## src/rtl/mem_arb_pkg.sv

```systemverilog
// mem_arb_pkg: shared types and constants for the two-port memory arbiter.
`default_nettype none

package mem_arb_pkg;

    localparam int ADDR_SIZE = 13;
    localparam int WORD_SIZE = 32;

    typedef logic port_id_t;

    localparam port_id_t PORT_IF = 1'b0;
    localparam port_id_t PORT_LS = 1'b1;

    typedef struct packed {
        logic                 write;
        logic [ADDR_SIZE-1:0] addr;
        logic [WORD_SIZE-1:0] wdata;
    } mem_cmd_t;

    typedef struct packed {
        logic     valid;
        port_id_t port;
    } tag_t;

endpackage

`default_nettype wire

```

## src/rtl/rr_arbiter2.sv

```systemverilog
// rr_arbiter2: two-way round-robin grant with a registered last-winner pointer.
`default_nettype none

module rr_arbiter2
    import mem_arb_pkg::*;
(
    input  logic       Clock,
    input  logic       Reset,
    input  logic [1:0] Req,
    output logic [1:0] Gnt
);

    port_id_t last;

    // On a tie the port that did not win most recently is served.
    always_comb begin
        Gnt = 2'b00;
        if (Req[0] && (!Req[1] || last == PORT_LS)) begin
            Gnt[0] = 1'b1;
        end else if (Req[1]) begin
            Gnt[1] = 1'b1;
        end
    end

    always_ff @(posedge Clock or posedge Reset) begin
        if (Reset) begin
            last <= PORT_LS;
        end else if (Gnt[0]) begin
            last <= PORT_IF;
        end else if (Gnt[1]) begin
            last <= PORT_LS;
        end
    end

endmodule

`default_nettype wire

```

## src/rtl/mem_arbiter.sv

```systemverilog
// mem_arbiter: shares one synchronous memory between fetch and load/store ports,
// registering the winning command and routing read data back via a tag pipeline.
`default_nettype none

module mem_arbiter
    import mem_arb_pkg::*;
#(
    parameter int AddressSize = ADDR_SIZE,
    parameter int WordSize    = WORD_SIZE
) (
    input  logic                   Clock,
    input  logic                   Reset,
    input  logic                   Req0,
    input  logic                   Write0,
    input  logic [AddressSize-1:0] Addr0,
    input  logic [WordSize-1:0]    WData0,
    output logic                   Ack0,
    output logic                   RValid0,
    output logic [WordSize-1:0]    RData0,
    input  logic                   Req1,
    input  logic                   Write1,
    input  logic [AddressSize-1:0] Addr1,
    input  logic [WordSize-1:0]    WData1,
    output logic                   Ack1,
    output logic                   RValid1,
    output logic [WordSize-1:0]    RData1,
    output logic                   MemWriteEn,
    output logic                   MemReadEn,
    output logic [AddressSize-1:0] MemAddress,
    output logic [WordSize-1:0]    MemWriteData,
    input  logic [WordSize-1:0]    MemReadData
);

    logic [1:0]             gnt;
    logic                   granted;
    port_id_t               sel_port;
    logic                   sel_write;
    logic [AddressSize-1:0] sel_addr;
    logic [WordSize-1:0]    sel_wdata;
    tag_t                   tag_s0;
    tag_t                   tag_s1;

    rr_arbiter2 u_rr (
        .Clock (Clock),
        .Reset (Reset),
        .Req   ({Req1, Req0}),
        .Gnt   (gnt)
    );

    assign Ack0      = gnt[0];
    assign Ack1      = gnt[1];
    assign granted   = |gnt;
    assign sel_port  = gnt[1] ? PORT_LS : PORT_IF;
    assign sel_write = gnt[1] ? Write1 : Write0;
    assign sel_addr  = gnt[1] ? Addr1  : Addr0;
    assign sel_wdata = gnt[1] ? WData1 : WData0;

    // Stage 0 tracks the command on the memory bus, stage 1 the cycle its data returns.
    always_ff @(posedge Clock or posedge Reset) begin
        if (Reset) begin
            MemWriteEn   <= 1'b0;
            MemReadEn    <= 1'b0;
            MemAddress   <= '0;
            MemWriteData <= '0;
            tag_s0       <= '0;
            tag_s1       <= '0;
        end else begin
            MemWriteEn   <= granted && sel_write;
            MemReadEn    <= granted && !sel_write;
            if (granted) begin
                MemAddress   <= sel_addr;
                MemWriteData <= sel_wdata;
            end
            tag_s0.valid <= granted && !sel_write;
            tag_s0.port  <= sel_port;
            tag_s1       <= tag_s0;
        end
    end

    assign RValid0 = tag_s1.valid && (tag_s1.port == PORT_IF);
    assign RValid1 = tag_s1.valid && (tag_s1.port == PORT_LS);
    assign RData0  = RValid0 ? MemReadData : '0;
    assign RData1  = RValid1 ? MemReadData : '0;

endmodule

`default_nettype wire

```

## config.mk

```make
export PLATFORM = sky130hd
export DESIGN_NAME = mem_arbiter
export DESIGN_NICKNAME = d
export VERILOG_FILES = /design/src/rtl/mem_arb_pkg.sv /design/src/rtl/rr_arbiter2.sv /design/src/rtl/mem_arbiter.sv
export SDC_FILE = /design/constraint.sdc
export NUM_CORES = 1
export LEC_CHECK = 0
export BUFFER_PORTS_ARGS = -buffer_cell sky130_fd_sc_hd__buf_2
export CAP_MARGIN = 15
export CORE_MARGIN = 4
export CORE_UTILIZATION = 37
export DETAILED_ROUTE_END_ITERATION = 12
export HOLD_SLACK_MARGIN = 0.03
export PLACE_DENSITY = 0.78
export SLEW_MARGIN = 0
export SYNTH_ARGS = -nofsm -noshare
export SYNTH_HDL_FRONTEND = slang
export SYNTH_SLANG_ARGS = --single-unit
```

## constraint.sdc

```tcl
create_clock -name Clock -period 1.15 [get_ports Clock]
set_input_delay 0 -clock Clock [delete_from_list [all_inputs] [get_ports Clock]]
set_output_delay 0 -clock Clock [all_outputs]
set_load 0.01 [all_outputs]
```

== Yosys cells after proc, flatten, opt, wreduce, memory -nomap -nowiden ==
Index checks and enable logic that the tools add are counted.
Storage, ports and cells
  word-level logic and storage cells: 30
  register bits: 51
  output and inout port bits: 115
  input bits: 128
Cells by class
  reductions and logical operators: 10
  mux-type cells: 11
  bitwise logic cells: 1
Operator list (count)
  32-bit 2-to-1 mux: 3
  13-bit 2-to-1 mux: 1
  1-bit 2-to-1 mux: 7
  1-bit logical AND: 5
  1-bit logical NOT: 2
  2-bit nonzero test: 1
  2-bit OR reduction: 1
  1-bit logical OR: 1
  1-bit NOT: 1

== Logic depth before layout (Yosys ltp) ==
Gate-level depths: netlist (run 1).
  depth after elaboration: 7
  gate-level depth with buffers: 5
  mapped depth without buffers: 4

== By module ==
Synthesis (run 1) repeated with hierarchy kept, for this count alone.
Second synthesis, totals
  cells, all modules: 289
  area, all modules: 2801.4 µm²
Modules (own cells, without submodules)
  mem_arbiter: seq. area each 1251.2 µm², area each 2743.9 µm², times used 1, cells each 282
  rr_arbiter2: seq. area each 26.3 µm², area each 57.6 µm², times used 1, cells each 7

== Worst setup path after synthesis (run 1) ==
No wires, ideal clock.
  path kind: register to register
  start: register u_rr.last
  end: register MemWriteData[10]
  data required time: 1.018 ns
  data arrival time: 1.093 ns
  slack: -0.075 ns
  clock period less this slack: 1.225 ns
  library setup time: 0.132 ns
  stages on the path, launching flop included: 6
  path through: dfstp_2 nand2_1 buf_4 buf_2 a31oi_1 o21ai_1
On the way
  cells in the longest elaborated chain, start to end: 4
Ends and longest elaborated chain
  start, declared: RTL line rr_arbiter2.sv:13  | port_id_t last;
  start signal, assigned: RTL line rr_arbiter2.sv:27  | last <= PORT_LS;
  start signal, assigned: RTL line rr_arbiter2.sv:29  | last <= PORT_IF;
  start signal, assigned: RTL line rr_arbiter2.sv:31  | last <= PORT_LS;
  1-bit logical OR (*): RTL line rr_arbiter2.sv:18  | if (Req[0] && (!Req[1] || last == PORT_LS)) begin
  1-bit logical AND (*): RTL line rr_arbiter2.sv:18
  1-bit 2-to-1 mux: RTL line rr_arbiter2.sv:18
  32-bit 2-to-1 mux / 2-bit OR reduction (equally long branches): RTL line mem_arbiter.sv:56, mem_arbiter.sv:52
  end signal, assigned: RTL line mem_arbiter.sv:72  | MemWriteData <= sel_wdata;
  end, declared: RTL line mem_arbiter.sv:30  | output logic [WordSize-1:0] MemWriteData,
Every way passes the cells marked *; elsewhere a longest branch is shown, timed or not.
A chain may end at the register's enable or synchronous reset.

== Final worst setup path (run 1) ==
  start: register u_rr.last
  end: register MemWriteData[29]
Same word-level chain as after synthesis.

==> results of run 1 <==
cell usage in the layout (no fill, tap or decap), types with 11 or more instances in the layout:
cell           netlist  layout
buf_6                3      59
dlygate4sd3_1        0      93
mux2i_1             45      45
clkbuf_16            0      11
a31oi_2              0      13
and3_4               0      42
a31oi_1             45      27
nor2_1              29      11
nand2_4              0      13
o21ai_1             46      41
and3_1              77      35
nor2_4               0      11
buf_2               18     192
dfrtp_1             50      48
kinds of logic (layout without fill, tap and decap cells):
kind of cell,Yosys count,count (layout)
AOI/OAI and AO/OA,94,94
buffers and inverters,49,397
DFF,51,51
muxes,45,45
other,0,1
and+or+nand+nor,142,142
metal layers:
| metal | routed length (um) | vias to the layer above | GRT usage [%] |
|---|---|---|---|
| met4 | 1500 | 0 | 18.5 |
| met2 | 10300 | 489 | 53.2 |
| li1 | - | 2081 | - |
| met3 | 2450 | 142 | 7.23 |
| met1 | 6570 | 2401 | 33.8 |
| met5 | 0 | - | 0 |
cell type report:
cell class / count / area share [%]
repair buffers: 384 / 46.0
multi-input cells: 281 / 32.6
flip-flops and latches: 51 / 17.6
well taps: 105 / 1.81
clock buffers: 5 / 0.946
clock inverters: 3 / 0.602
inverters: 5 / 0.344
diodes: 1 / 0.0344
cells in the mapped netlist, drive strengths merged:
library cell / number / area (um2)
nor2: 29 / 109
mux2i: 45 / 450
nor2b: 1 / 6.26
clkbuf: 18 / 67.6
a31oi: 45 / 282
and3: 77 / 482
and2: 4 / 25.0
o22ai: 1 / 6.26
o21ai: 46 / 230
a21boi: 1 / 7.51
dfstp: 1 / 26.3
a22o: 1 / 8.76
nand2: 31 / 116
inv: 5 / 18.8
dfrtp: 50 / 1250
buf: 26 / 161
worst max path at each step:
| stage | start | endpoint | slack, ns |
|---|---|---|---|
| 2_1_floorplan | u_rr.last | MemWriteData[20] | -0.04 |
| 3_3_place_gp | u_rr.last | MemAddress[3] | -0.05 |
| 3_5_place_dp | u_rr.last | MemWriteData[0] | -0.08 |
| 4_1_cts | tag_s1[0] | RData1[28] | -0.22 |
| 5_1_grt | u_rr.last | MemWriteData[29] | -0.41 |
| 6_report | u_rr.last | MemWriteData[29] | -0.39 |
what timing repair did:
action,in CTS,in global routing
endpoints found under the hold margin,97,0
resized for setup,57,177
setup buffers,9,2
cloned,8,16
endpoints found under the setup margin,114,116
hold buffers,93,0
pin swaps,14,47
flip-flops by register name, summed over array words and instances, names as in the netlist:
| name | flops |
|---|---|
| u_rr.last | 1 |
| MemWriteEn | 1 |
| MemAddress | 13 |
| tag_s1 | 2 |
| tag_s0 | 2 |
| MemWriteData | 32 |
stage by stage:
step           total power, mW  cell area (um2)  cells
3_5_place_dp              4.05             4600    699
6_report                  6.95             7270    835
2_1_floorplan             3.21             3270    381
3_3_place_gp              4.00             4600    699
4_1_cts                   5.96             6090    817
5_1_grt                   7.17             7270    835
power by group through the flow:
stage                     registers, mW  clock network (mW)  logic [mW]
after CTS                          2.20                1.32        2.44
after global routing               2.26                1.41        3.50
after global placement             2.21                   0        1.79
after floorplan                    2.30                   0       0.913
after detailed placement           2.21                   0        1.84
final                              2.24                1.33        3.37
==> key figures, run 1 <==
Yosys
  • Main combinational cell family by area after synthesis: simple AND/OR/NAND/NOR gates
  • Post-Synth XOR/XNOR Area: 0%
  • Synthesized area per cell: 8.53 um2
  • Multiplexer share of the synthesized area: 13.9%
  • Yosys warns: 0
  • Post-synthesis sequential area ratio: 39.3%
  • Synthesis-stage register bit count: 51
  • Cell area after synthesis: 0.00325 mm2
  • Mapped Cells: 381
  • Unique cell type count in the Yosys netlist: 18
  • Area fraction in compound gates after synthesis: 16.4%
  • Post-Synth Adder-Cell Area: 0%
  • Post-synthesis simple-gate area fraction: 22.7%
  • Synthesized Nets: 509

Layout
  • Fraction of layout cells with a size suffix above 1: 57.2%
  • Footprint of the multi-input gates: 0.00237 mm2
  • Filler cells: 356
  • Area grow syn2layout: 124%
  • Final Util: 86.8%
  • Register area: 0.00128 mm2
  • Nets: 856

Placement
  • Place WS: -0.0835 ns
  • I/O Buffers: 242
  • Routability cong.: 0.790
  • Detail Placement HPWL: 8370 um

Power and ir drop
  • Comb pwr share: 48.5%
  • Switch Pwr: 2.54 mW
  • Clk network pwr share: 19.2%
  • PD cells: 955 mW/mm2
  • LEAKAGE: 3.61 nW
  • Worst VDD drop: 790 uV
  • Cell Int Power: 4.41 mW
  • Sequential share of power: 32.3%
  • Switching share of power: 36.5%

Global routing
  • Pin count of the biggest net entering global routing: 46
  • Grt ovf: 0
  • Antenna violations before repair: 1
  • First-pass GRT wire length: 24900 um
  • Number of global-route vias before repair: 4828
  • GR Util All Layers: 30.6%

Die
  • CORE AREA: 0.00838 mm2
  • Total die area: 0.0103 mm2
  • Site Rows: 33
  • Starting Density: 38.8%
  • Top-level I/O count: 243
  • Chip height: 102 um
  • Die X-Extent: 102 um

Clocking
  • Clk buf depth: 2
  • Reg clk slew, reported paths: 0.11 ns
  • Htree depth: 2
  • CTS tree: yes
  • Cts bufs inserted: 5
  • Clk_lat worst skew: 0.32 ns
  • CTS Root Cell: clkbuf_8
  • TritonCTS sink count: 51

Timing
  • Rel. slew slack: 68.4%
  • Layout Skew: 0.00575 ns
  • RSZ-0062 raised after global routing: yes
  • Hold Violations, Final: 0
  • Final setup violation count: 116
  • Achievable Freq: 648 MHz
  • Min Hold Slack: 0.106 ns
  • Sum Neg Setup Slack: -25.15 ns
  • Final min period: 1.54 ns
  • Slew Viols, Final: 0
  • Worst-margin pin slew: 0.474 ns
  • Final Cycle Share: 134%
  • Worst Slack Setup Final: -0.393 ns

Critical path
  • Max incr delay on CP: 0.67 ns
  • FF-to-FF Start: u_rr.last
  • CP max-delay cell: dfstp_2
  • CP max FO: 9
  • Critical Path AT: 1.72 ns
  • Stages on the worst setup path: 4
  • Critical Path RT: 1.33 ns
  • Kind of start point of the critical path: flip-flop
  • CP bufs+invs: 1
  • Worst reg-to-reg path cell count: 4
  • Worst-path cell chain: nand2_8 -> clkbuf_16 -> a31oi_1 -> o21ai_1
  • Register-to-Register Setup Slack: -0.39 ns
  • Element type at the critical path end: flip-flop
  • Crit path max-delay family: flip-flops
  • Worst Setup Path Type: flip-flop to flip-flop
  • FF-to-FF End: MemWriteData[29]

Route
  • 1st-pass router iterations: 5
  • DR vias: 5113
  • Post-route ant nets: 0
  • Routed length per placed instance: 24.9 um
  • DR DRC count: 0
  • Initial DRC count: 408
  • Via density: 6.12
  • WL final: 20800 um

Outcome
  • Failing checks: negative setup slack
  • Status: finished with violations

Worst hold path
  • WHS Endpoint: MemWriteData[22]
  • Min-delay src: Req1
  • Hold path cells: 2
  • Min-delay worst type: input pin to flip-flop

Run
  • Max-Cap Viols: 0
(Power assumes the default switching activity.)
==> run 2: changes to the inputs <==
BUFFER_PORTS_ARGS = unset   (was -buffer_cell sky130_fd_sc_hd__buf_2)
CORE_AREA = 4 4 92 94   (was unset)
CORE_MARGIN = unset   (was 4)
CORE_UTILIZATION = unset   (was 37)
DIE_AREA = 0 0 96 98   (was unset)
DONT_BUFFER_PORTS = 1   (was unset)
PLACE_DENSITY = unset   (was 0.78)
RECOVER_POWER = 100   (was unset)
==> run 2 against run 1 <==
Net effect:
- the flow finishes with violations (negative hold slack, negative setup slack)
- clock-buffer cell count did not move
- die area fell by 9.0%
- routed wire length fell by 45%
- register-to-register slack improved by 0.22 ns
==> key figures, run 2 (synthesis gave the netlist of run 1 again) <==
Power and ir drop
  • Switch Pwr: 1.78 mW
  • Comb pwr share: 30.6%
  • LEAKAGE: 1.94 nW
  • Worst VDD drop: 721 uV
  • Switching share of power: 31.7%
  • Clk network pwr share: 27.4%
  • PD cells: 1250 mW/mm2
  • Sequential share of power: 42.0%
  • Cell Int Power: 3.84 mW

Critical path
  • Stages on the worst setup path: 4
  • CP max-delay cell: dfstp_2
  • Crit path max-delay family: flip-flops
  • CP bufs+invs: 1
  • Critical Path RT: 1.35 ns
  • Kind of start point of the critical path: flip-flop
  • CP max FO: 25
  • Worst reg-to-reg path cell count: 4
  • Worst-path cell chain: nand2_4 -> buf_12 -> a31oi_2 -> o21ai_1
  • Critical Path AT: 1.52 ns
  • Element type at the critical path end: flip-flop
  • Max incr delay on CP: 0.64 ns
  • Worst Setup Path Type: flip-flop to flip-flop

Timing
  • Hold Violations, Final: 48
  • Final setup violation count: 112
  • RSZ-0062 raised after global routing: yes
  • Worst Slack Setup Final: -0.176 ns
  • Worst-margin pin slew: 0.845 ns
  • Achievable Freq: 754 MHz
  • Final Cycle Share: 115%
  • Rel. slew slack: 43.7%
  • Slew Viols, Final: 0
  • Min Hold Slack: -0.226 ns
  • Layout Skew: 0.0110 ns
  • Final min period: 1.33 ns

Layout
  • Most flop-heavy register: MemWriteData
  • Fraction of layout cells with a size suffix above 1: 35.9%
  • Final Util: 58.9%
  • Footprint of the multi-input gates: 0.00228 mm2
  • Area grow syn2layout: 38.8%
  • N_diodes: 0
  • Filler cells: 633
  • Nets: 509
  • Finished Layout Cells: 484
  • Biggest regs: MemWriteData x32, MemAddress x13
  • Number of flip-flops in the largest register: 32
  • Commonest non-fill, non-tap cells in the layout: 49 x dfrtp_1, 45 x mux2i_1, 45 x o21ai_1
  • Commonest non-fill, non-tap cell in the layout: dfrtp_1
  • Register area: 0.00128 mm2

Worst hold path
  • Min-delay worst type: input pin to flip-flop
  • Hold path cells: 1

Clocking
  • Clk buf depth: 2
  • Cts hold-fix bufs: 4
  • TritonCTS sink count: 51
  • Clk_lat worst skew: 0.31 ns
  • Cts bufs inserted: 5
  • Reg clk slew, reported paths: 0.11 ns
  • Htree depth: 2
  • CTS tree: yes
  • CTS Root Cell: clkbuf_8

Global routing
  • Pin count of the biggest net entering global routing: 93
  • M2 GR Usage: 40.3%
  • GR peak layer: met2
  • Antenna violations before repair: 0
  • Grt ovf: 0
  • Number of global-route vias before repair: 2980
  • First-pass GRT wire length: 16100 um
  • GR Util All Layers: 21.7%
  • GR Layer Usage met3: 5.55%
  • Met1 usage: 23.9%

Route
  • Post-route ant nets: 0
  • Routed length per placed instance: 23.6 um
  • Via density: 6.28
  • Initial DRC count: 127
  • WL final: 11400 um
  • DR DRC count: 0
  • 1st-pass router iterations: 4
  • DR vias: 3040

Placement
  • Detail Placement HPWL: 6980 um
  • Cells after DPL: 452
  • I/O Buffers: 0
  • Routability cong.: 0.750
  • Place WS: -0.0539 ns

Die
  • Chip height: 98 um
  • CORE AREA: 0.00765 mm2
  • Starting Density: 42.5%
  • Die X-Extent: 96 um
  • Top-level I/O count: 243
  • Total die area: 0.00941 mm2
  • Site Rows: 32

Outcome
  • Failing checks: negative hold slack, negative setup slack
  • Status: finished with violations

Run
  • Max-Cap Viols: 0
[run 2: metal layers]
| metal | up-vias | part of all wire [%] |
|---|---|---|
| li1 | 1375 | - |
| met5 | - | 0 |
| met4 | 0 | 2.2 |
| met1 | 1464 | 34 |
| met2 | 178 | 54 |
| met3 | 23 | 9.7 |
[run 2: metrics by stage]
step,TNS [ns],power (mW),area (um2)
floorplan,-0.926,3.21,3270
global placement,-0.146,3.34,3310
detailed placement,-1.13,3.37,3310
CTS,-10.23,5.44,4270
global route,-17.80,5.88,4510
finish,-11.83,5.62,4510
[run 2: worst paths after layout]
path                                 from          endpoint  slack (ns)
worst max register to register  u_rr.last    MemAddress[11]       -0.18
min in group asynchronous           Reset  MemWriteData[18]        0.30
worst min-delay path                 Req1   MemWriteData[0]       -0.23
worst max-delay path            u_rr.last    MemAddress[11]       -0.18
max in group asynchronous           Reset     MemAddress[1]        0.17
worst min register to register  tag_s0[0]         tag_s1[0]        0.36
[run 2: power groups by stage]
stage,combinational (mW),clock (mW),sequential (mW)
final,1.72,1.54,2.36
after global routing,1.85,1.64,2.39
after CTS,1.52,1.56,2.36
after detailed placement,0.997,0,2.38
after global placement,0.963,0,2.38
after floorplan,0.913,0,2.30
[run 2: area by class of cell]
| cell class | instances | area share [%] |
|---|---|---|
| clock buffer | 5 | 1.53 |
| clock inverter | 3 | 1.58 |
| timing repair buffer | 37 | 14.6 |
| tap | 102 | 2.83 |
| multi-input combinational | 281 | 50.6 |
| sequential | 51 | 28.4 |
| inverter | 5 | 0.500 |
[run 2: repair_timing]
action                                  in CTS  in global routing
resized for setup                          124                 30
cloned                                       8                  5
endpoints found under the setup margin     101                115
pin swaps                                   50                 11
endpoints found under the hold margin      100                 48
setup buffers                                7                  1
==> run 3: changes to the inputs <==
CORE_AREA = unset   (was 4 4 92 94)
CORE_MARGIN = 4   (was unset)
CORE_UTILIZATION = 40   (was unset)
DIE_AREA = unset   (was 0 0 96 98)
==> run 3 against run 2 <==
Net effect:
- flip-flop and latch count did not move
- combinational power rose by 5%
- final cell count rose by 1.9%
- the flow still finishes with violations (negative hold slack, negative setup slack)
- routed wire length rose by 7.7%
- fmax barely moved
- via count rose by 0.26%
- highest routed layer unchanged
- clock skew fell by 0.0034 ns
- critical path depth fell by 1
- critical path type is now flip-flop to output pin
- global-route usage fell by 0.57 points
- register-to-register slack barely moved
- clock-buffer cell count did not move
==> key figures, run 3 (synthesis gave the netlist of run 1 again) <==
Power and ir drop
  • LEAKAGE: 2.05 nW
  • PD cells: 1140 mW/mm2
  • Worst VDD drop: 585 uV
  • Overall power: 5.28 mW

Layout
  • Finished Layout Cells: 493
  • Commonest non-fill, non-tap cells in the layout: 48 x dfrtp_1, 45 x mux2i_1, 44 x o21ai_1
  • Final Util: 59.3%
  • N_diodes: 0
  • Commonest non-fill, non-tap cell in the layout: dfrtp_1
  • Filler cells: 613
  • Fraction of layout cells with a size suffix above 1: 41.9%
  • Nets: 518
  • Most flop-heavy register: MemWriteData
  • Biggest regs: MemWriteData x32, MemAddress x13
  • Area grow syn2layout: 42.6%
  • Number of flip-flops in the largest register: 32

Placement
  • Cells after DPL: 454
  • I/O Buffers: 0
  • Detail Placement HPWL: 7030 um
  • Routability cong.: 0.805

Critical path
  • CP max FO: 8
  • Kind of start point of the critical path: flip-flop
  • Critical Path RT: 1.15 ns
  • Max incr delay on CP: 0.46 ns
  • CP bufs+invs: 2
  • Critical Path AT: 1.33 ns
  • Crit path max-delay family: flip-flops
  • Element type at the critical path end: output pin
  • CP max-delay cell: dfrtp_2
  • Worst-path cell chain: buf_12 -> clkbuf_16 -> and3_4
  • Worst Setup Path Type: flip-flop to output pin

Clocking
  • Cts hold-fix bufs: 4
  • TritonCTS sink count: 51
  • Clk_lat worst skew: 0.31 ns
  • Cts bufs inserted: 5
  • Htree depth: 2
  • Clk buf depth: 2
  • CTS Root Cell: clkbuf_8
  • CTS tree: yes
  • Reg clk slew, reported paths: 0.11 ns

Timing
  • Final min period: 1.33 ns
  • Worst-margin pin slew: 0.528 ns
  • Achievable Freq: 754 MHz
  • Slew Viols, Final: 0
  • Final Cycle Share: 115%
  • Layout Skew: 0.00753 ns
  • Worst Slack Setup Final: -0.177 ns
  • Rel. slew slack: 64.7%
  • Min Hold Slack: -0.236 ns
  • Final setup violation count: 112
  • Sum Neg Setup Slack: -11.16 ns
  • Hold Violations, Final: 48
  • RSZ-0062 raised after global routing: yes

Global routing
  • Met1 usage: 22.4%
  • Number of global-route vias before repair: 2913
  • Antenna violations before repair: 0
  • GR Util All Layers: 21.2%
  • M2 GR Usage: 39.3%
  • Grt ovf: 0
  • Pin count of the biggest net entering global routing: 93
  • First-pass GRT wire length: 16500 um
  • GR Layer Usage met3: 8.00%
  • GR peak layer: met2

Die
  • CORE AREA: 0.00781 mm2
  • Die X-Extent: 98.1 um
  • Site Rows: 32
  • Chip height: 98.1 um
  • Total die area: 0.00963 mm2
  • Starting Density: 41.6%
  • Top-level I/O count: 243

Route
  • Routed length per placed instance: 25.0 um
  • Initial DRC count: 137
  • DR vias: 3048
  • 1st-pass router iterations: 4
  • DR DRC count: 0
  • Via density: 6.18
  • Post-route ant nets: 0
  • WL final: 12300 um

Run
  • Max-Cap Viols: 0

Outcome
  • Status: finished with violations
  • Failing checks: negative hold slack, negative setup slack

Worst hold path
  • Min-delay worst type: input pin to flip-flop
[run 3: worst paths after layout]
path                                 from          endpoint  slack (ns)  cells after the start
worst max-delay path            tag_s1[0]        RData1[29]       -0.18                      3
worst min-delay path                 Req1    MemAddress[11]       -0.24                      1
worst max register to register  u_rr.last  MemWriteData[19]       -0.17                      4
worst min register to register  tag_s0[0]         tag_s1[0]        0.38                      0
max in group asynchronous           Reset     MemAddress[1]        0.17                      3
min in group asynchronous           Reset  MemWriteData[19]        0.24                      2
[run 3: what timing repair did]
item / CTS / global route
pin swaps: 23 / 63
setup endpoints to repair: 110 / 115
gates cloned: 6 / 11
hold endpoints to repair: 100 / 48
buffers inserted: 9 / 1
resized for setup: 90 / 113
[run 3: per-stage QoR]
stage / setup slack (ns) / instance area, um2
after global routing: -0.247 / 4630
final: -0.177 / 4630
after floorplan: -0.0433 / 3270
after global placement: -0.0608 / 3350
after CTS: -0.132 / 4020
after detailed placement: -0.121 / 3350
[run 3: metal layers]
metal | vias to the layer above | routed length, um
met5 | - | 0
met4 | 0 | 291
met3 | 23 | 1230
met2 | 176 | 6470
met1 | 1458 | 4300
li1 | 1391 | -
[run 3: final cells by class]
cell class | instances | area [um2] | share of cell area (%)
Tap cell | 102 | 128 | 2.75
Clock buffer | 5 | 68.8 | 1.49
Sequential cell | 51 | 1280 | 27.6
Timing Repair Buffer | 46 | 698 | 15.1
Inverter | 5 | 25.0 | 0.540
Multi-Input combinational cell | 281 | 2410 | 51.9
Clock inverter | 3 | 27.5 | 0.594
[run 3: power breakdown]
part	leakage [nW]	internal [mW]	switching (mW)
Clock	0.0467	0.453	0.671
Sequential	0.603	2.04	0.317
Combinational	1.40	0.930	0.876
